$ cat src/rtl/bsg_manycore_drlp_slave_sequencer_pkg.sv
`default_nettype none
// ============================================================================
//  Module  : bsg_manycore_drlp_pkg
//  Brief   : Shared types and constants for the DRLP slave sequencer.
//  Revision: 1.0 - initial release
// ============================================================================
package bsg_manycore_drlp_pkg;

  // Tile-facing widths; the sequencer parameters default to these values.
  localparam int DRLP_IMEM_ADDR_WIDTH = 13;
  localparam int DRLP_LEN_WIDTH       = 13;
  localparam int DRLP_NUM_PE          = 16;
  localparam int DRLP_WGT_CYC_WIDTH   = 8;

  // Sequencer phases for one compute pass.
  typedef enum logic [2:0] {
    IDLE      = 3'd0,
    WGT       = 3'd1,
    WAIT_RDY  = 3'd2,
    STREAM    = 3'd3,
    WAIT_DONE = 3'd4,
    DONE      = 3'd5
  } drlp_seq_state_e;

  // One job as latched from the host command interface.
  typedef struct packed {
    logic [DRLP_IMEM_ADDR_WIDTH-1:0] base;
    logic [DRLP_LEN_WIDTH-1:0]       len;
    logic [DRLP_NUM_PE-1:0]          mask;
    logic [DRLP_WGT_CYC_WIDTH-1:0]   wgt_cycles;
  } drlp_job_s;

endpackage
`default_nettype wire

$ cat src/rtl/bsg_manycore_drlp_slave_sequencer_if.sv
`default_nettype none
// ============================================================================
//  Module  : bsg_manycore_drlp_slave_sequencer_if
//  Brief   : Host command handshake plus DRLP tile drive/observe signals.
//  Revision: 1.0 - initial release
// ============================================================================
interface bsg_manycore_drlp_slave_sequencer_if #(
  parameter int imem_addr_width_p = 13,
  parameter int num_pe_p          = 16,
  parameter int len_width_p       = 13,
  parameter int wgt_cyc_width_p   = 8
);

  logic                         cmd_v_i;
  logic                         cmd_ready_o;
  logic [imem_addr_width_p-1:0] cmd_imem_base_i;
  logic [len_width_p-1:0]       cmd_len_i;
  logic [num_pe_p-1:0]          cmd_pe_mask_i;
  logic [wgt_cyc_width_p-1:0]   cmd_wgt_cycles_i;

  logic [num_pe_p-1:0]          pe_data_v_o;
  logic                         sld_o;
  logic [imem_addr_width_p-1:0] imem_r_addr_o;
  logic                         dw_wgt_start_o;
  logic                         all_pe_ready_i;
  logic                         all_slave_done_i;

  logic                         busy_o;
  logic                         done_o;
  logic                         error_o;

  // Sequencer side.
  modport slave (
    input  cmd_v_i, cmd_imem_base_i, cmd_len_i, cmd_pe_mask_i, cmd_wgt_cycles_i,
    input  all_pe_ready_i, all_slave_done_i,
    output cmd_ready_o, pe_data_v_o, sld_o, imem_r_addr_o, dw_wgt_start_o,
    output busy_o, done_o, error_o
  );

  // Host / tile side.
  modport master (
    output cmd_v_i, cmd_imem_base_i, cmd_len_i, cmd_pe_mask_i, cmd_wgt_cycles_i,
    output all_pe_ready_i, all_slave_done_i,
    input  cmd_ready_o, pe_data_v_o, sld_o, imem_r_addr_o, dw_wgt_start_o,
    input  busy_o, done_o, error_o
  );

endinterface
`default_nettype wire

$ cat src/rtl/bsg_manycore_drlp_slave_sequencer_timeout.sv
`default_nettype none
// ============================================================================
//  Module  : bsg_drlp_seq_timeout
//  Brief   : Loadable saturating up-counter with clear and terminal-count flag.
//            tc_o rises when the count equals timeout_p-1, i.e. on the
//            timeout_p-th counted cycle since the last clear.
//  Revision: 1.0 - initial release
// ============================================================================
module bsg_drlp_seq_timeout #(
  parameter int timeout_p = 4096,
  parameter int width_p   = $clog2(timeout_p + 1)
) (
  input  wire logic               clk_i,
  input  wire logic               reset_i,
  input  wire logic               clear_i,
  input  wire logic               load_i,
  input  wire logic [width_p-1:0] load_val_i,
  input  wire logic               en_i,
  output logic                    tc_o
);

  logic [width_p-1:0] r_cnt;

  // Count wait cycles; clear wins over load, load wins over increment.
  always_ff @(posedge clk_i) begin
    if (reset_i || clear_i) begin
      r_cnt <= '0;
    end else if (load_i) begin
      r_cnt <= load_val_i;
    end else if (en_i && !tc_o) begin
      r_cnt <= r_cnt + width_p'(1);
    end
  end

  assign tc_o = (r_cnt == width_p'(timeout_p - 1));

endmodule
`default_nettype wire

$ cat src/rtl/bsg_manycore_drlp_slave_sequencer.sv
`default_nettype none
// ============================================================================
//  Module  : bsg_manycore_drlp_slave_sequencer
//  Brief   : Sequences one DRLP slave pass: weight load, imem streaming,
//            completion wait. All outputs are registered and track the state
//            register, so tile inputs change on the cycle the state changes.
//  Revision: 1.0 - initial release
// ============================================================================
module bsg_manycore_drlp_slave_sequencer
  import bsg_manycore_drlp_pkg::*;
#(
  parameter int imem_addr_width_p = DRLP_IMEM_ADDR_WIDTH,
  parameter int num_pe_p          = DRLP_NUM_PE,
  parameter int len_width_p       = DRLP_LEN_WIDTH,
  parameter int wgt_cyc_width_p   = DRLP_WGT_CYC_WIDTH,
  parameter int timeout_p         = 4096
) (
  input  wire logic clk_i,
  input  wire logic reset_i,
  bsg_manycore_drlp_slave_sequencer_if.slave bus_if
);

  drlp_seq_state_e r_state, w_state_n;
  drlp_job_s       r_job, w_job_n;

  logic [len_width_p-1:0]       r_beat, w_beat_n;
  logic [wgt_cyc_width_p-1:0]   r_wgt_cnt, w_wgt_cnt_n;

  logic [num_pe_p-1:0]          r_pe_data_v, w_pe_data_v_n;
  logic                         r_sld, w_sld_n;
  logic [imem_addr_width_p-1:0] r_addr, w_addr_n;
  logic                         r_wgt_start, w_wgt_start_n;
  logic                         r_busy, w_busy_n;
  logic                         r_done, w_done_n;
  logic                         r_error, w_error_n;
  logic                         r_cmd_ready, w_cmd_ready_n;

  logic w_to_clear, w_to_en, w_to_tc, w_timeout;

  localparam int c_to_width = $clog2(timeout_p + 1);

  bsg_drlp_seq_timeout #(
    .timeout_p (timeout_p),
    .width_p   (c_to_width)
  ) u_timeout (
    .clk_i      (clk_i),
    .reset_i    (reset_i),
    .clear_i    (w_to_clear),
    .load_i     (1'b0),
    .load_val_i ({c_to_width{1'b0}}),
    .en_i       (w_to_en),
    .tc_o       (w_to_tc)
  );

  // Next state, next registered outputs and timeout-counter control.
  always_comb begin
    w_state_n      = r_state;
    w_job_n        = r_job;
    w_beat_n       = r_beat;
    w_wgt_cnt_n    = r_wgt_cnt;
    w_pe_data_v_n  = '0;
    w_sld_n        = 1'b0;
    w_addr_n       = r_addr;
    w_wgt_start_n  = 1'b0;
    w_done_n       = 1'b0;
    w_error_n      = r_error;
    w_to_clear     = 1'b0;
    w_to_en        = 1'b0;
    w_timeout      = 1'b0;

    case (r_state)
      IDLE: begin
        if (bus_if.cmd_v_i) begin
          w_job_n.base       = bus_if.cmd_imem_base_i;
          w_job_n.len        = bus_if.cmd_len_i;
          w_job_n.mask       = bus_if.cmd_pe_mask_i;
          w_job_n.wgt_cycles = bus_if.cmd_wgt_cycles_i;
          w_error_n          = 1'b0;
          w_beat_n           = '0;
          if (bus_if.cmd_wgt_cycles_i != '0) begin
            w_state_n     = WGT;
            w_sld_n       = 1'b1;
            w_wgt_start_n = 1'b1;
            w_wgt_cnt_n   = wgt_cyc_width_p'(1);
          end else begin
            w_state_n  = WAIT_RDY;
            w_to_clear = 1'b1;
          end
        end
      end

      // r_wgt_cnt is the index of the current sld cycle, starting at 1.
      WGT: begin
        if (r_wgt_cnt == r_job.wgt_cycles) begin
          w_state_n  = WAIT_RDY;
          w_to_clear = 1'b1;
        end else begin
          w_wgt_cnt_n = r_wgt_cnt + wgt_cyc_width_p'(1);
          w_sld_n     = 1'b1;
        end
      end

      WAIT_RDY: begin
        if (bus_if.all_pe_ready_i) begin
          w_state_n  = (r_job.len != '0) ? STREAM : WAIT_DONE;
          w_to_clear = 1'b1;
        end else if (w_to_tc) begin
          w_timeout = 1'b1;
        end else begin
          w_to_en = 1'b1;
        end
      end

      // A ready cycle issues one beat and restarts the stall window.
      STREAM: begin
        if (bus_if.all_pe_ready_i) begin
          w_pe_data_v_n = r_job.mask;
          w_addr_n      = r_job.base + imem_addr_width_p'(r_beat);
          w_beat_n      = r_beat + len_width_p'(1);
          w_to_clear    = 1'b1;
          if (r_beat == r_job.len - len_width_p'(1)) begin
            w_state_n = WAIT_DONE;
          end
        end else if (w_to_tc) begin
          w_timeout = 1'b1;
        end else begin
          w_to_en = 1'b1;
        end
      end

      WAIT_DONE: begin
        if (bus_if.all_slave_done_i) begin
          w_state_n = DONE;
          w_done_n  = 1'b1;
        end else if (w_to_tc) begin
          w_timeout = 1'b1;
        end else begin
          w_to_en = 1'b1;
        end
      end

      DONE: begin
        w_state_n = IDLE;
      end

      default: begin
        w_state_n = IDLE;
      end
    endcase

    // Timeout abandons the job with every tile drive forced low.
    if (w_timeout) begin
      w_state_n = IDLE;
      w_error_n = 1'b1;
      w_addr_n  = '0;
    end

    w_busy_n      = (w_state_n != IDLE);
    w_cmd_ready_n = (w_state_n == IDLE);
  end

  // State register.
  always_ff @(posedge clk_i) begin
    if (reset_i) begin
      r_state <= IDLE;
    end else begin
      r_state <= w_state_n;
    end
  end

  // Job, progress counters and registered outputs.
  always_ff @(posedge clk_i) begin
    if (reset_i) begin
      r_job       <= '0;
      r_beat      <= '0;
      r_wgt_cnt   <= '0;
      r_pe_data_v <= '0;
      r_sld       <= 1'b0;
      r_addr      <= '0;
      r_wgt_start <= 1'b0;
      r_busy      <= 1'b0;
      r_done      <= 1'b0;
      r_error     <= 1'b0;
      r_cmd_ready <= 1'b1;
    end else begin
      r_job       <= w_job_n;
      r_beat      <= w_beat_n;
      r_wgt_cnt   <= w_wgt_cnt_n;
      r_pe_data_v <= w_pe_data_v_n;
      r_sld       <= w_sld_n;
      r_addr      <= w_addr_n;
      r_wgt_start <= w_wgt_start_n;
      r_busy      <= w_busy_n;
      r_done      <= w_done_n;
      r_error     <= w_error_n;
      r_cmd_ready <= w_cmd_ready_n;
    end
  end

  assign bus_if.cmd_ready_o    = r_cmd_ready;
  assign bus_if.pe_data_v_o    = r_pe_data_v;
  assign bus_if.sld_o          = r_sld;
  assign bus_if.imem_r_addr_o  = r_addr;
  assign bus_if.dw_wgt_start_o = r_wgt_start;
  assign bus_if.busy_o         = r_busy;
  assign bus_if.done_o         = r_done;
  assign bus_if.error_o        = r_error;

endmodule
`default_nettype wire
$ cat src/flat_wrapper.sv
// flat-port wrapper written by rule: the top's interface ports become plain ports
module bsg_manycore_drlp_slave_sequencer_flat import bsg_manycore_drlp_pkg::*;
#(
  parameter int imem_addr_width_p = DRLP_IMEM_ADDR_WIDTH,
  parameter int num_pe_p          = DRLP_NUM_PE,
  parameter int len_width_p       = DRLP_LEN_WIDTH,
  parameter int wgt_cyc_width_p   = DRLP_WGT_CYC_WIDTH,
  parameter int timeout_p         = 4096
)
  (clk_i, reset_i, bus_if_cmd_v_i, bus_if_cmd_imem_base_i, bus_if_cmd_len_i, bus_if_cmd_pe_mask_i, bus_if_cmd_wgt_cycles_i, bus_if_all_pe_ready_i, bus_if_all_slave_done_i, bus_if_cmd_ready_o, bus_if_pe_data_v_o, bus_if_sld_o, bus_if_imem_r_addr_o, bus_if_dw_wgt_start_o, bus_if_busy_o, bus_if_done_o, bus_if_error_o);
  bsg_manycore_drlp_slave_sequencer_if #(.imem_addr_width_p(imem_addr_width_p), .num_pe_p(num_pe_p), .len_width_p(len_width_p), .wgt_cyc_width_p(wgt_cyc_width_p)) bus_if_i ();
  input  wire logic clk_i;
  input  wire logic reset_i;
  input wire logic [$bits(bus_if_i.cmd_v_i)-1:0] bus_if_cmd_v_i;
  input wire logic [$bits(bus_if_i.cmd_imem_base_i)-1:0] bus_if_cmd_imem_base_i;
  input wire logic [$bits(bus_if_i.cmd_len_i)-1:0] bus_if_cmd_len_i;
  input wire logic [$bits(bus_if_i.cmd_pe_mask_i)-1:0] bus_if_cmd_pe_mask_i;
  input wire logic [$bits(bus_if_i.cmd_wgt_cycles_i)-1:0] bus_if_cmd_wgt_cycles_i;
  input wire logic [$bits(bus_if_i.all_pe_ready_i)-1:0] bus_if_all_pe_ready_i;
  input wire logic [$bits(bus_if_i.all_slave_done_i)-1:0] bus_if_all_slave_done_i;
  output wire logic [$bits(bus_if_i.cmd_ready_o)-1:0] bus_if_cmd_ready_o;
  output wire logic [$bits(bus_if_i.pe_data_v_o)-1:0] bus_if_pe_data_v_o;
  output wire logic [$bits(bus_if_i.sld_o)-1:0] bus_if_sld_o;
  output wire logic [$bits(bus_if_i.imem_r_addr_o)-1:0] bus_if_imem_r_addr_o;
  output wire logic [$bits(bus_if_i.dw_wgt_start_o)-1:0] bus_if_dw_wgt_start_o;
  output wire logic [$bits(bus_if_i.busy_o)-1:0] bus_if_busy_o;
  output wire logic [$bits(bus_if_i.done_o)-1:0] bus_if_done_o;
  output wire logic [$bits(bus_if_i.error_o)-1:0] bus_if_error_o;
  assign bus_if_i.cmd_v_i = bus_if_cmd_v_i;
  assign bus_if_i.cmd_imem_base_i = bus_if_cmd_imem_base_i;
  assign bus_if_i.cmd_len_i = bus_if_cmd_len_i;
  assign bus_if_i.cmd_pe_mask_i = bus_if_cmd_pe_mask_i;
  assign bus_if_i.cmd_wgt_cycles_i = bus_if_cmd_wgt_cycles_i;
  assign bus_if_i.all_pe_ready_i = bus_if_all_pe_ready_i;
  assign bus_if_i.all_slave_done_i = bus_if_all_slave_done_i;
  assign bus_if_cmd_ready_o = bus_if_i.cmd_ready_o;
  assign bus_if_pe_data_v_o = bus_if_i.pe_data_v_o;
  assign bus_if_sld_o = bus_if_i.sld_o;
  assign bus_if_imem_r_addr_o = bus_if_i.imem_r_addr_o;
  assign bus_if_dw_wgt_start_o = bus_if_i.dw_wgt_start_o;
  assign bus_if_busy_o = bus_if_i.busy_o;
  assign bus_if_done_o = bus_if_i.done_o;
  assign bus_if_error_o = bus_if_i.error_o;
  bsg_manycore_drlp_slave_sequencer #(.imem_addr_width_p(imem_addr_width_p), .num_pe_p(num_pe_p), .len_width_p(len_width_p), .wgt_cyc_width_p(wgt_cyc_width_p), .timeout_p(timeout_p)) u_core (.clk_i(clk_i), .reset_i(reset_i), .bus_if(bus_if_i));
endmodule
$ cat config.mk
export PLATFORM = sky130hd
export DESIGN_NAME = bsg_manycore_drlp_slave_sequencer_flat
export DESIGN_NICKNAME = d
export VERILOG_FILES = /design/src/rtl/bsg_manycore_drlp_slave_sequencer_pkg.sv /design/src/rtl/bsg_manycore_drlp_slave_sequencer_if.sv /design/src/rtl/bsg_manycore_drlp_slave_sequencer_timeout.sv /design/src/rtl/bsg_manycore_drlp_slave_sequencer.sv /design/src/flat_wrapper.sv
export SDC_FILE = /design/constraint.sdc
export NUM_CORES = 1
export LEC_CHECK = 0
export BUFFER_PORTS_ARGS = -buffer_cell sky130_fd_sc_hd__clkbuf_2
export CORE_MARGIN = 2
export CORE_UTILIZATION = 60
export CTS_CLUSTER_SIZE = 25
export DETAILED_ROUTE_END_ITERATION = 16
export PLACE_DENSITY = 0.81
export SYNTH_ARGS = -nofsm -noshare
export SYNTH_HDL_FRONTEND = slang
export SYNTH_SLANG_ARGS = --single-unit
$ cat constraint.sdc
create_clock -name clk_i -period 3.43 [get_ports clk_i]
set_input_delay 0.5145 -clock clk_i [delete_from_list [all_inputs] [get_ports clk_i]]
set_output_delay 0.5145 -clock clk_i [all_outputs]
set_load 0.03 [all_outputs]
* Yosys cells after proc, flatten, opt, wreduce, memory -nomap -nowiden
Cells that the tools add are included.
** Word-level totals
- Word-level logic and storage cells :: 96
- Bits of input ports :: 55
- Flip-flop bits (word level) :: 122
- Output and inout bits :: 35
** Cells by class
- Bitwise operators :: 4
- Reductions and logical operators :: 22
- Add/sub/neg operators :: 5
- Muxes and demuxes :: 38
- Equal/unequal tests :: 11
** Operators by type and width (count)
- adder 13 x 1 -> 13 bit, second input constant :: 2
- two-way mux 13 bit :: 2
- one-hot mux 13 bit (2 select lines) :: 1
- two-way mux 3 bit :: 8
- two-way mux 8 bit :: 3
- two-way mux 1 bit :: 17
- one-hot mux 8 bit (2 select lines) :: 1
- one-hot mux 3 bit (5 select lines) :: 1
- adder 13 bit :: 1
- equality test 13 x 12 -> 1 bit, second input constant :: 1
- equality test 13 bit :: 1
- nonzero test 13 bit :: 1
- subtractor 13 x 1 -> 13 bit, second input constant :: 1
- adder 8 x 1 -> 8 bit, second input constant :: 1
- equality test 8 bit :: 1
- nonzero test 2 bit :: 4
- nonzero test 8 bit :: 1
- OR reduction 2 bit :: 4
- equality test 3 x 2 -> 1 bit, second input constant :: 2
- zero test 3 bit :: 2
- inequality test 2 bit, second input constant :: 3
- one-hot mux 1 bit (2 select lines) :: 3
- AND reduction 2 bit :: 3
- NOT 1 bit :: 4
- other kinds (12) :: 12

* Longest topological paths before layout
Gate-level depths: netlist of run 1.
- Depth after elaboration :: 7
- Gate-level depth with buffers :: 10
- Gate-level depth less buffers :: 10

* Hierarchy
Synthesis of run 1 repeated with hierarchy kept, for this count alone.
** Unflattened totals
- Cells, all modules :: 707
- Area total of the unflattened synthesis :: 5748.0 sq um
** By module, submodules not included
- bsg_manycore_drlp_slave_sequencer :: sequential area each 2182.1 sq um, area an instance 4994.8 sq um, times used 1, cells an instance 613
- bsg_drlp_seq_timeout :: sequential area each 260.2 sq um, area an instance 753.2 sq um, times used 1, cells an instance 94

* Least setup slack after synthesis of run 1
Ideal clock, no wire load.
- Path kind :: register -> register
- Start :: register u_core.r_job[24] (netlist bit)
- End :: register u_core.r_state[0]
- Clock period less this slack :: 2268 ps
- Arrival :: 2140 ps
- Slack :: 1162 ps
- Setup time :: 128 ps
- Data required time :: 3302 ps
- Stages on the path, launching flop included :: 10
- Buffers on the path :: 0
- Path through :: dfxtp_1 > inv_1 > ha_1 > nor3b_1 > a21oi_2 > o21a_1 > or3_1 > a2111o_1 > a31oi_1 > nor2_1
** On the way
- Word-level cells in the longest chain between the ends :: 6
- Elaborated cells between the ends (all ways) :: 9
- Those cells by class :: add/sub: 1; eq/ne: 1; mux: 6; reduce/logical: 1
** Ends and longest elaborated chain
- start: declaration :: line bsg_manycore_drlp_slave_sequencer.sv:24 : drlp_job_s r_job, w_job_n;
- start signal: assignment :: line bsg_manycore_drlp_slave_sequencer.sv:186 : r_job <= w_job_n;
- subtractor 13 x 1 -> 13 bit :: line bsg_manycore_drlp_slave_sequencer.sv:121 : if (r_beat == r_job.len - len_width_p'(1)) begin
- equality test 13 bit :: line bsg_manycore_drlp_slave_sequencer.sv:121
- two-way mux 3 bit :: line bsg_manycore_drlp_slave_sequencer.sv:121
- two-way mux 3 bit :: line bsg_manycore_drlp_slave_sequencer.sv:116 : if (bus_if.all_pe_ready_i) begin
- one-hot mux 3 bit (5 select lines) (*) :: line bsg_manycore_drlp_slave_sequencer.sv:71 : case (r_state)
- two-way mux 3 bit (*) :: line bsg_manycore_drlp_slave_sequencer.sv:152 : if (w_timeout) begin
- end signal: assignment :: line bsg_manycore_drlp_slave_sequencer.sv:167 : r_state <= w_state_n;
- end: declaration :: line bsg_manycore_drlp_slave_sequencer.sv:23 : drlp_seq_state_e r_state, w_state_n;
Mark *: on every way between the ends. The rest lies on a longest branch, timed or not.
A chain may end at the register's enable or synchronous reset.

* Final worst setup path of run 1
Ends and elaborated chain as after synthesis.

==> impl_metrics.toml, run 1 <==
[outcome]
status = "finished, final reports clean"

[layout]
antennaDiodeCount = 0
area_delta_synth_final_pct = 19.2
mostFrequentLayoutCells = "139 x nand2_1, 122 x dfxtp_1, 89 x clkbuf_2"
nNetsFinal = 822
layoutNonFillerInstCount = 874
drive_gt1_share_pct = 18.0
layout.cells.most_common = "nand2_1"
finalCoreUtilization_pct = 72.5

[sta]
fin_worst_skew_ns = 0.00908
finalSetupViolCount = 0
min_period_over_period_pct = 76.8
layout_setup_ws_ns = 0.794
min_period_ns = 2.64
max_clock_freq_ghz = 0.379
setup_tns_after_final_layout_ns = 0
final_hold_viol_count = 0
unrepaired_setup_endpoints_after_global_routing = "no"
worst-slew-pin-transition_ns = 0.999
relative_slew_slack_pct = 33.1
final-max-slew-violation-count = 0

[global_route]
gr-total-overflow = 0
grt_util_all_layers_pct = 26.7
grt_pass1_vias = 4696
grt_max_degree = 51
antenna_found_initial = 0
wire_length_of_the_first_global_routing_pass_mm = 21.3

[power]
power-per-cell-area_mw_per_mm2 = 579
power.total_mw = 3.82
ir_worst_vdd_mv = 0.354
p_leak_nw = 2.72

[floorplanning]
die_area_mm2 = 0.0100
die_width_um = 100
floorplan.die.height_um = 100
floorplan.initialDensity_pct = 60.8
core_area_mm2 = 0.00911
floorplan.io_pins = 90
site_row_count = 35

[logic_synthesis]
synth_simple_gate_area_share_pct = 25.4
post_synth_xor_area_fraction_pct = 8.95
synth_mux_area_share_pct = 0.565
post_synth_arst_share_pct = 0
synth-edff-count = 0
net_count_after_synthesis = 742
ys.flop_type = "dfxtp_1"
synth_compound_gate_area_share_pct = 13.9
arithmetic_cell_share_of_the_synthesized_area_counting_full_adders_half_adders_and_majority_gates_pct = 3.98
yosys.cell_types.count = 58
ys_warn_count = 0
netlist_area_mm2 = 0.00554
synthesis.area_per_instance_um2 = 8.27
post_synth_inst_count = 670
dominant_combinational_cell_family_by_area_after_synthesis = "simple AND/OR/NAND/NOR gates"
ys_ff_latch = 122
synth-seq-area-share_pct = 44.1

[critical_path]
r2r-start = "u_core.r_job[24]$_SDFFE_PP0P_"
setup.worst_path.end_class = "flip-flop"
cp-start-kind = "flip-flop"
crit_fanout = 8
critPathArrivalTime_ns = 3.00
required_ns = 3.80
setup.worst_path.class = "flip-flop to flip-flop"
worst_setup_path_startpoint = "u_core.r_job[24]$_SDFFE_PP0P_"

[clocking]
clk_pin_slew_worst_paths_ns = 0.06
post_cts_buffers = 0
worstSkewPairLatency_ns = 0.51
clock_path_buffers = 2
hold_buffers = 0
ctsRootBufferMaster = "clkbuf_8"
cts_num_sinks = 122
total_clock_buffers_created_by_cts = 17
cts_repair_resize_count = 0
cts_tree = "yes"
cts-htree-levels = 4

[hold_path]
hold_path.startpoint = "bus_if_cmd_pe_mask_i[10]"
min-delay-path-class = "primary input to flip-flop"

[routing]
drt_iter0_markers = 209
drt.antenna.violating_nets = 0
drt-total-wl_mm = 13.1
avgViaCountPerCell = 5.63
drtPass1Iterations = 5
via_count = 4924
drc_errors = 0
drt-wirelength-per-cell_um = 15.0

[placement]
dpl.cell_count = 842
gpl.final_weighted_congestion = 0.868
place_ws_ns = 0.912
placement.io_buffers = 89
detailed_place_hpwl_mm = 9.19

[run]
drv.max_cap_violation_count = 0
[power by group]
group / leakage, nW / total, mW / internal, mW / switching (mW)
sequential: 0.992 / 1.58 / 1.50 / 0.0761
clock: 0.266 / 1.67 / 0.993 / 0.676
combinational: 1.47 / 0.572 / 0.220 / 0.352
total: 2.72 / 3.82 / 2.72 / 1.10
[state kept, by name, summed over array words and instances (netlist names), 3 cells and up]
signal and count:
u_core.bus_if.pe_data_v_o 16, u_core.r_job 50, u_core.u_timeout.r_cnt 13, u_core.bus_if.imem_r_addr_o 13, u_core.r_wgt_cnt 8, u_core.r_state 3
u_core.r_beat 13
[metal layers]
layer | GRT usage [%] | wire length [um] | vias to the layer above
li1 | - | - | 2443
met1 | 32.0 | 5720 | 2310
met2 | 46.3 | 6460 | 142
met3 | 6.62 | 678 | 29
met4 | 10.1 | 279 | 0
met5 | 0 | 0 | -
[stage by stage]
| stage | hold WS (ns) | cell area (um^2) |
|---|---|---|
| detailed placement | 0.439 | 6040 |
| finish | 0.222 | 6600 |
| CTS | 0.211 | 6600 |
| global route | 0.211 | 6600 |
| floorplan | 0.430 | 5540 |
| global placement | 0.436 | 6040 |
[path summary, 6_finish.rpt]
check                                       end  slack, ns  cells past startpoint
setup / recovery   u_core.r_state[0]$_SDFF_PP0_       0.79                      9
setup reg to reg   u_core.r_state[0]$_SDFF_PP0_       0.79                      9
hold reg to reg   u_core.r_job[23]$_SDFFE_PP0P_       0.45                      2
hold / removal    u_core.r_job[18]$_SDFFE_PP0P_       0.22                      3
[logic make-up after synthesis]
kind of cell	after synthesis
flops	122
mux	3
simple gates	299
xor+xnor	55
compound gates	129
fa+ha+maj	17
buf+inv	45
[cell type report]
cell class | instances | area (um^2)
inverters | 11 | 41.3
clock buffers | 18 | 428
multi-input cells | 503 | 2930
well taps | 111 | 139
fillers | 703 | 2510
clock inverters | 14 | 135
repair buffers | 95 | 490
flip-flops and latches | 122 | 2440
[cells in the mapped netlist, types with 3 or more instances]
library cell,count,area (um^2)
ha_1,16,200
nor4_1,5,31.3
nor3b_1,4,30.0
and3_1,8,50.1
buf_2,3,15.0
dfxtp_1,122,2440
nand2b_1,6,37.5
nand4_1,13,81.3
nand3_1,13,65.1
a21oi_1,73,365
a21o_1,6,45.0
nor2b_1,3,18.8
inv_1,11,41.3
clkbuf_1,30,113
and2_1,18,113
nor3_1,9,45.0
nand4b_1,3,26.3
xnor2_1,28,245
nand2_1,139,522
or3_1,7,43.8
xor2_1,26,228
o21a_1,4,30.0
o21ai_0,15,75.1
a31oi_1,3,18.8
nor2_1,59,221
a211oi_1,7,52.6
[worst max-delay path, stage by stage, from the launching register on]
cell	delay (ns)
dfxtp_1	0.35
inv_1	0.07
ha_1	0.30
nor3b_1	0.47
and3_1	0.27
a211oi_1	0.07
or3_1	0.31
a2111o_1	0.42
a31oi_1	0.18
nor2_1	0.06
No activity file was read; power rests on OpenSTA's default activity.
==> run 2: changes to the inputs <==
--- a/config.mk
+++ b/config.mk
@@ -7,10 +7,10 @@
 export LEC_CHECK = 0
 export BUFFER_PORTS_ARGS = -buffer_cell sky130_fd_sc_hd__clkbuf_2
 export CORE_MARGIN = 2
-export CORE_UTILIZATION = 60
+export CORE_UTILIZATION = 51
 export CTS_CLUSTER_SIZE = 25
 export DETAILED_ROUTE_END_ITERATION = 16
-export PLACE_DENSITY = 0.81
+export PLACE_DENSITY = 0.73
 export SYNTH_ARGS = -nofsm -noshare
 export SYNTH_HDL_FRONTEND = slang
 export SYNTH_SLANG_ARGS = --single-unit
==> constraint.sdc (replaced) <==
create_clock -name clk_i -period 2.3 [get_ports clk_i]
set_input_delay 0.345 -clock clk_i [delete_from_list [all_inputs] [get_ports clk_i]]
set_output_delay 0.345 -clock clk_i [all_outputs]
set_load 0.03 [all_outputs]
==> run 2 against run 1 <==
  * Global-route usage fell by 1.9 points
  * Critical endpoint unchanged
  * Cell count is 6.1% higher
  * Largest power group unchanged
  * Wire length rose by 3.7%
  * Worst hold slack got worse by 0.19 ns
  * Sequential cell count unchanged
  * Sequential power increased by 48%
==> impl_metrics.toml, run 2 (same netlist as run 1, synthesis figures left out) <==
[outcome]
status = "finished, final reports clean"

[placement]
placement.io_buffers = 89
dpl.cell_count = 895
dpl_cell_area_mm2 = 0.00625
gpl.final_weighted_congestion = 0.946
place_ws_ns = 0.0184
detailed_place_hpwl_mm = 9.80

[layout]
registers.top_by_ff_count = "u_core.r_job"
antennaDiodeCount = 0
mostFrequentLayoutCells = "139 x nand2_1, 121 x dfxtp_1, 89 x clkbuf_2"
nNetsFinal = 846
largest_register_ff_count = 50
layout.cells.most_common = "nand2_1"
drive_gt1_share_pct = 21.5
area_delta_synth_final_pct = 24.9
layoutNonFillerInstCount = 927
finish.instance_area_mm2 = 0.00692

[routing]
drtPass1Iterations = 5
drt-total-wl_mm = 13.6
drt.antenna.violating_nets = 0
drt_iter0_markers = 323
via_count = 5043
drc_errors = 0
avgViaCountPerCell = 5.44
drt-wirelength-per-cell_um = 14.7

[critical_path]
setup.worst_path.class = "flip-flop to flip-flop"
timing.critical_path.to = "u_core.r_state[0]$_SDFF_PP0_"
required_ns = 2.72
worst_setup_path_startpoint = "u_core.r_job[30]$_SDFFE_PP0P_"
crit_fanout = 4
timing.critical_path.cells = "or4_4, and4bb_2, xnor2_1, a311oi_1, a2111o_1, a31oi_1, nor2_1"
critPathArrivalTime_ns = 2.65
crit-reg2reg-capture = "u_core.r_state[0]$_SDFF_PP0_"
cp-start-kind = "flip-flop"
crit_path_top_delay_cell = "or4_4"
r2r-start = "u_core.r_job[30]$_SDFFE_PP0P_"
regToRegSetupSlack_ns = 0.06
setup.worst_path.end_class = "flip-flop"
maximum_single_stage_delay_on_the_critical_path_ns = 0.56
r2r.worst_path.cells = 7

[sta]
final_hold_viol_count = 0
min_period_ns = 2.24
layout_setup_ws_ns = 0.0647
finalSetupViolCount = 0
final-max-slew-violation-count = 0
unrepaired_setup_endpoints_after_global_routing = "yes"
relative_slew_slack_pct = 62.6
worst-slew-pin-transition_ns = 0.555
fin_worst_skew_ns = 0.00754
min_period_over_period_pct = 97.2
max_clock_freq_ghz = 0.447
setup_tns_after_final_layout_ns = 0

[clocking]
hold_buffers = 0
total_clock_buffers_created_by_cts = 17
clock_path_buffers = 2
cts-htree-levels = 4
ctsRootBufferMaster = "clkbuf_8"
cts_tree = "yes"
cts_num_sinks = 122
clk_pin_slew_worst_paths_ns = 0.06
worstSkewPairLatency_ns = 0.53
post_cts_buffers = 0

[floorplanning]
floorplan.die.height_um = 108
floorplan.io_pins = 90
core_area_mm2 = 0.0107
floorplan.initialDensity_pct = 51.8
die_area_mm2 = 0.0117
site_row_count = 38
die_width_um = 108

[hold_path]
min-delay-path-class = "primary input to flip-flop"

[power]
ir_worst_vdd_mv = 0.591
power-per-cell-area_mw_per_mm2 = 884
power.total_mw = 6.12
p_leak_nw = 2.90

[global_route]
antenna_found_initial = 0
grt_pass1_vias = 5136
wire_length_of_the_first_global_routing_pass_mm = 22.7
gr-total-overflow = 0
grt_max_degree = 51
grt_util_all_layers_pct = 24.8

[run]
drv.max_cap_violation_count = 0
run 2: worst min path at each step:
stage / start / end / slack, ns / cells past startpoint
final: bus_if_cmd_pe_mask_i[0] / u_core.r_job[8]$_SDFFE_PP0P_ / 0.03 / 3
after global routing: bus_if_cmd_pe_mask_i[15] / u_core.r_job[23]$_SDFFE_PP0P_ / 0.01 / 3
after CTS: bus_if_cmd_pe_mask_i[0] / u_core.r_job[8]$_SDFFE_PP0P_ / 0.007 / 3
after detailed placement: u_core.r_job[11]$_SDFFE_PP0P_ / u_core.bus_if.pe_data_v_o[3]$_SDFF_PP0_ / 0.44 / 1
after global placement: u_core.r_job[15]$_SDFFE_PP0P_ / u_core.bus_if.pe_data_v_o[7]$_SDFF_PP0_ / 0.43 / 1
after floorplan: u_core.r_job[8]$_SDFFE_PP0P_ / u_core.bus_if.pe_data_v_o[0]$_SDFF_PP0_ / 0.43 / 1
run 2: critical path, delay by kind of cell, from the launching register on:
| kind | cells | cell delay (ns) |
|---|---|---|
| flip-flops | 1 | 0.31 |
| XOR/XNOR | 1 | 0.12 |
| AND/OR/NAND/NOR | 3 | 0.92 |
| AO/OA/AOI/OAI | 3 | 0.77 |
run 2: repair_timing:
item	in CTS	in global routing
setup endpoints to repair	0	10
resized for setup	0	10
endpoints found under the hold margin	0	0
run 2: final cells by class:
class                      count  area (um^2)
clock buffer                  20          435
clock inverter                12          195
fill                         919         3780
inverter                      11         41.3
multi-input combinational    503         2960
sequential                   122         2440
tap                          140          175
timing repair buffer         119          671
run 2: metal layers:
| metal | part of all wire (%) | wire length [um] | global-route usage, % | up-vias |
|---|---|---|---|---|
| li1 | - | - | - | 2491 |
| met1 | 43 | 5820 | 27.8 | 2375 |
| met2 | 49 | 6660 | 42.4 | 142 |
| met3 | 5.9 | 801 | 8.08 | 35 |
| met4 | 2.5 | 346 | 11.9 | 0 |
| met5 | 0 | 0 | 0 | - |
run 2: report_power, final:
part | leakage, nW | switching [mW] | internal, mW
Combinational | 1.60 | 0.567 | 0.384
Sequential | 0.992 | 0.0941 | 2.24
Clock | 0.309 | 0.935 | 1.89
run 2: per-stage QoR:
stage	hold slack, ns	utilization [%]
2_1_floorplan	0.430	-
4_1_cts	0.00681	64.4
3_5_place_dp	0.444	58.5
3_3_place_gp	0.434	58.5
5_1_grt	0.0137	64.7
6_report	0.0271	64.7
==> run 3: changes to the inputs <==
--- a/config.mk
+++ b/config.mk
@@ -10,6 +10,7 @@
 export CORE_UTILIZATION = 51
 export CTS_CLUSTER_SIZE = 25
 export DETAILED_ROUTE_END_ITERATION = 16
+export MAX_ROUTING_LAYER = met4
 export PLACE_DENSITY = 0.73
 export SYNTH_ARGS = -nofsm -noshare
 export SYNTH_HDL_FRONTEND = slang
==> run 3 against run 2 <==
  * Clock power down 12%
  * Clock skew about the same
  * Non-clock buffer count did not move
  * Worst hold slack better by 0.0027 ns
  * Clock-buffer cell count unchanged
  * Setup slack got worse by 0.030 ns
  * Critical path depth rose by 2
  * Highest routed layer unchanged
==> impl_metrics.toml, run 3 (same netlist as run 1, synthesis figures left out) <==
[outcome]
status = "finished, final reports clean"

[critical_path]
cp-start-kind = "flip-flop"
path_buf_inv = 1
required_ns = 2.72
crit_fanout = 3
critPathArrivalTime_ns = 2.68
timing.critical_path.cells = "inv_1, ha_1, nor3b_2, and3_1, o21a_1, or3_1, a2111o_1, a31oi_1, nor2_1"
r2r-start = "u_core.r_job[24]$_SDFFE_PP0P_"
crit_path_top_delay_cell = "a2111o_1"
setup.worst_path.end_class = "flip-flop"
path_delay_family = "compound AO/OA/AOI/OAI gates"
maximum_single_stage_delay_on_the_critical_path_ns = 0.44
setup.worst_path.class = "flip-flop to flip-flop"
worst_setup_path_startpoint = "u_core.r_job[24]$_SDFFE_PP0P_"

[power]
ir_worst_vdd_mv = 0.639
power-per-cell-area_mw_per_mm2 = 845
p_leak_nw = 2.86
power.total_mw = 5.78

[placement]
placement.io_buffers = 89
dpl.cell_count = 895
detailed_place_hpwl_mm = 9.71
dpl_cell_area_mm2 = 0.00625
gpl.final_weighted_congestion = 0.960

[hold_path]
hold_path.startpoint = "bus_if_cmd_pe_mask_i[5]"
min-delay-path-class = "primary input to flip-flop"

[sta]
fin_worst_skew_ns = 0.00791
relative_slew_slack_pct = 62.8
holdWs_ns = 0.0299
min_period_ns = 2.27
min_period_over_period_pct = 98.5
max_clock_freq_ghz = 0.441
worst-slew-pin-transition_ns = 0.552
setup_tns_after_final_layout_ns = 0
final-max-slew-violation-count = 0
unrepaired_setup_endpoints_after_global_routing = "yes"
finalSetupViolCount = 0
final_hold_viol_count = 0

[layout]
registers.top_by_ff_count = "u_core.r_job"
mostFrequentLayoutCells = "139 x nand2_1, 122 x dfxtp_1, 89 x clkbuf_2"
nNetsFinal = 846
largest_register_ff_count = 50
area_delta_synth_final_pct = 23.5
layoutNonFillerInstCount = 927
antennaDiodeCount = 0
drive_gt1_share_pct = 21.1
layout.cells.most_common = "nand2_1"
finish.instance_area_mm2 = 0.00684

[global_route]
grt_pass1_vias = 5092
grt_util_all_layers_pct = 25.3
gr-total-overflow = 0
grt_max_degree = 51
wire_length_of_the_first_global_routing_pass_mm = 22.5
antenna_found_initial = 0

[clocking]
post_cts_buffers = 0
worstSkewPairLatency_ns = 0.53
hold_buffers = 0
total_clock_buffers_created_by_cts = 17
cts_num_sinks = 122
cts-htree-levels = 4
ctsRootBufferMaster = "clkbuf_8"
clock_path_buffers = 2
clk_pin_slew_worst_paths_ns = 0.06
cts_tree = "yes"

[floorplanning]
die_width_um = 108
floorplan.die.height_um = 108
floorplan.io_pins = 90
floorplan.initialDensity_pct = 51.8
site_row_count = 38
core_area_mm2 = 0.0107
die_area_mm2 = 0.0117

[routing]
drt_iter0_markers = 361
drc_errors = 0
avgViaCountPerCell = 5.41
via_count = 5013
drt-wirelength-per-cell_um = 14.7
drt.antenna.violating_nets = 0
drt-total-wl_mm = 13.7
drtPass1Iterations = 5

[run]
drv.max_cap_violation_count = 0
## run 3: worst register-to-register path, stage by stage, from the launching register on
cell      delay [ns]
dfxtp_1         0.33
inv_1           0.04
ha_1            0.20
nor3b_2         0.17
and3_1          0.19
o21a_1          0.18
or3_1           0.34
a2111o_1        0.44
a31oi_1         0.20
nor2_1          0.05
## run 3: worst paths after layout
path / end / cells after the start / slack [ns]
max: u_core.r_state[0]$_SDFF_PP0_ / 9 / 0.03
min: u_core.r_job[13]$_SDFFE_PP0P_ / 3 / 0.03
max reg2reg: u_core.r_state[0]$_SDFF_PP0_ / 9 / 0.03
min reg2reg: u_core.r_job[11]$_SDFFE_PP0P_ / 2 / 0.45
## run 3: area by class of cell
| class | instances | area [um^2] |
|---|---|---|
| tap | 140 | 175 |
| fill | 921 | 3860 |
| timing repair buffer | 119 | 671 |
| multi-input combinational | 503 | 2950 |
| sequential | 122 | 2440 |
| clock inverter | 12 | 124 |
| clock buffer | 20 | 435 |
| inverter | 11 | 41.3 |
## run 3: metrics by stage
stage / util [%] / setup WS [ns]
after floorplan: - / 0.0321
after global placement: 58.5 / 0.122
after detailed placement: 58.5 / -0.0156
after CTS: 63.7 / 0.0113
after global routing: 64.0 / -0.0168
final: 64.0 / 0.0347
## run 3: timing repair
| item | CTS | global route |
|---|---|---|
| gates resized for setup | 1 | 6 |
| pin swaps | 0 | 1 |
| gates cloned | 0 | 0 |
| setup endpoints to repair | 1 | 8 |
## run 3: power breakdown
part	internal (mW)	switching (mW)	total, mW	leakage (nW)
clock	1.56	0.943	2.50	0.267
combinational	0.384	0.563	0.947	1.60
sequential	2.24	0.0890	2.33	0.992
total	4.19	1.60	5.78	2.86
## run 3: layer usage
layer	track usage, %	routed length [um]
met5	-	0
met4	10.3	257
met3	7.29	1050
met2	42.5	6640
met1	28.4	5700
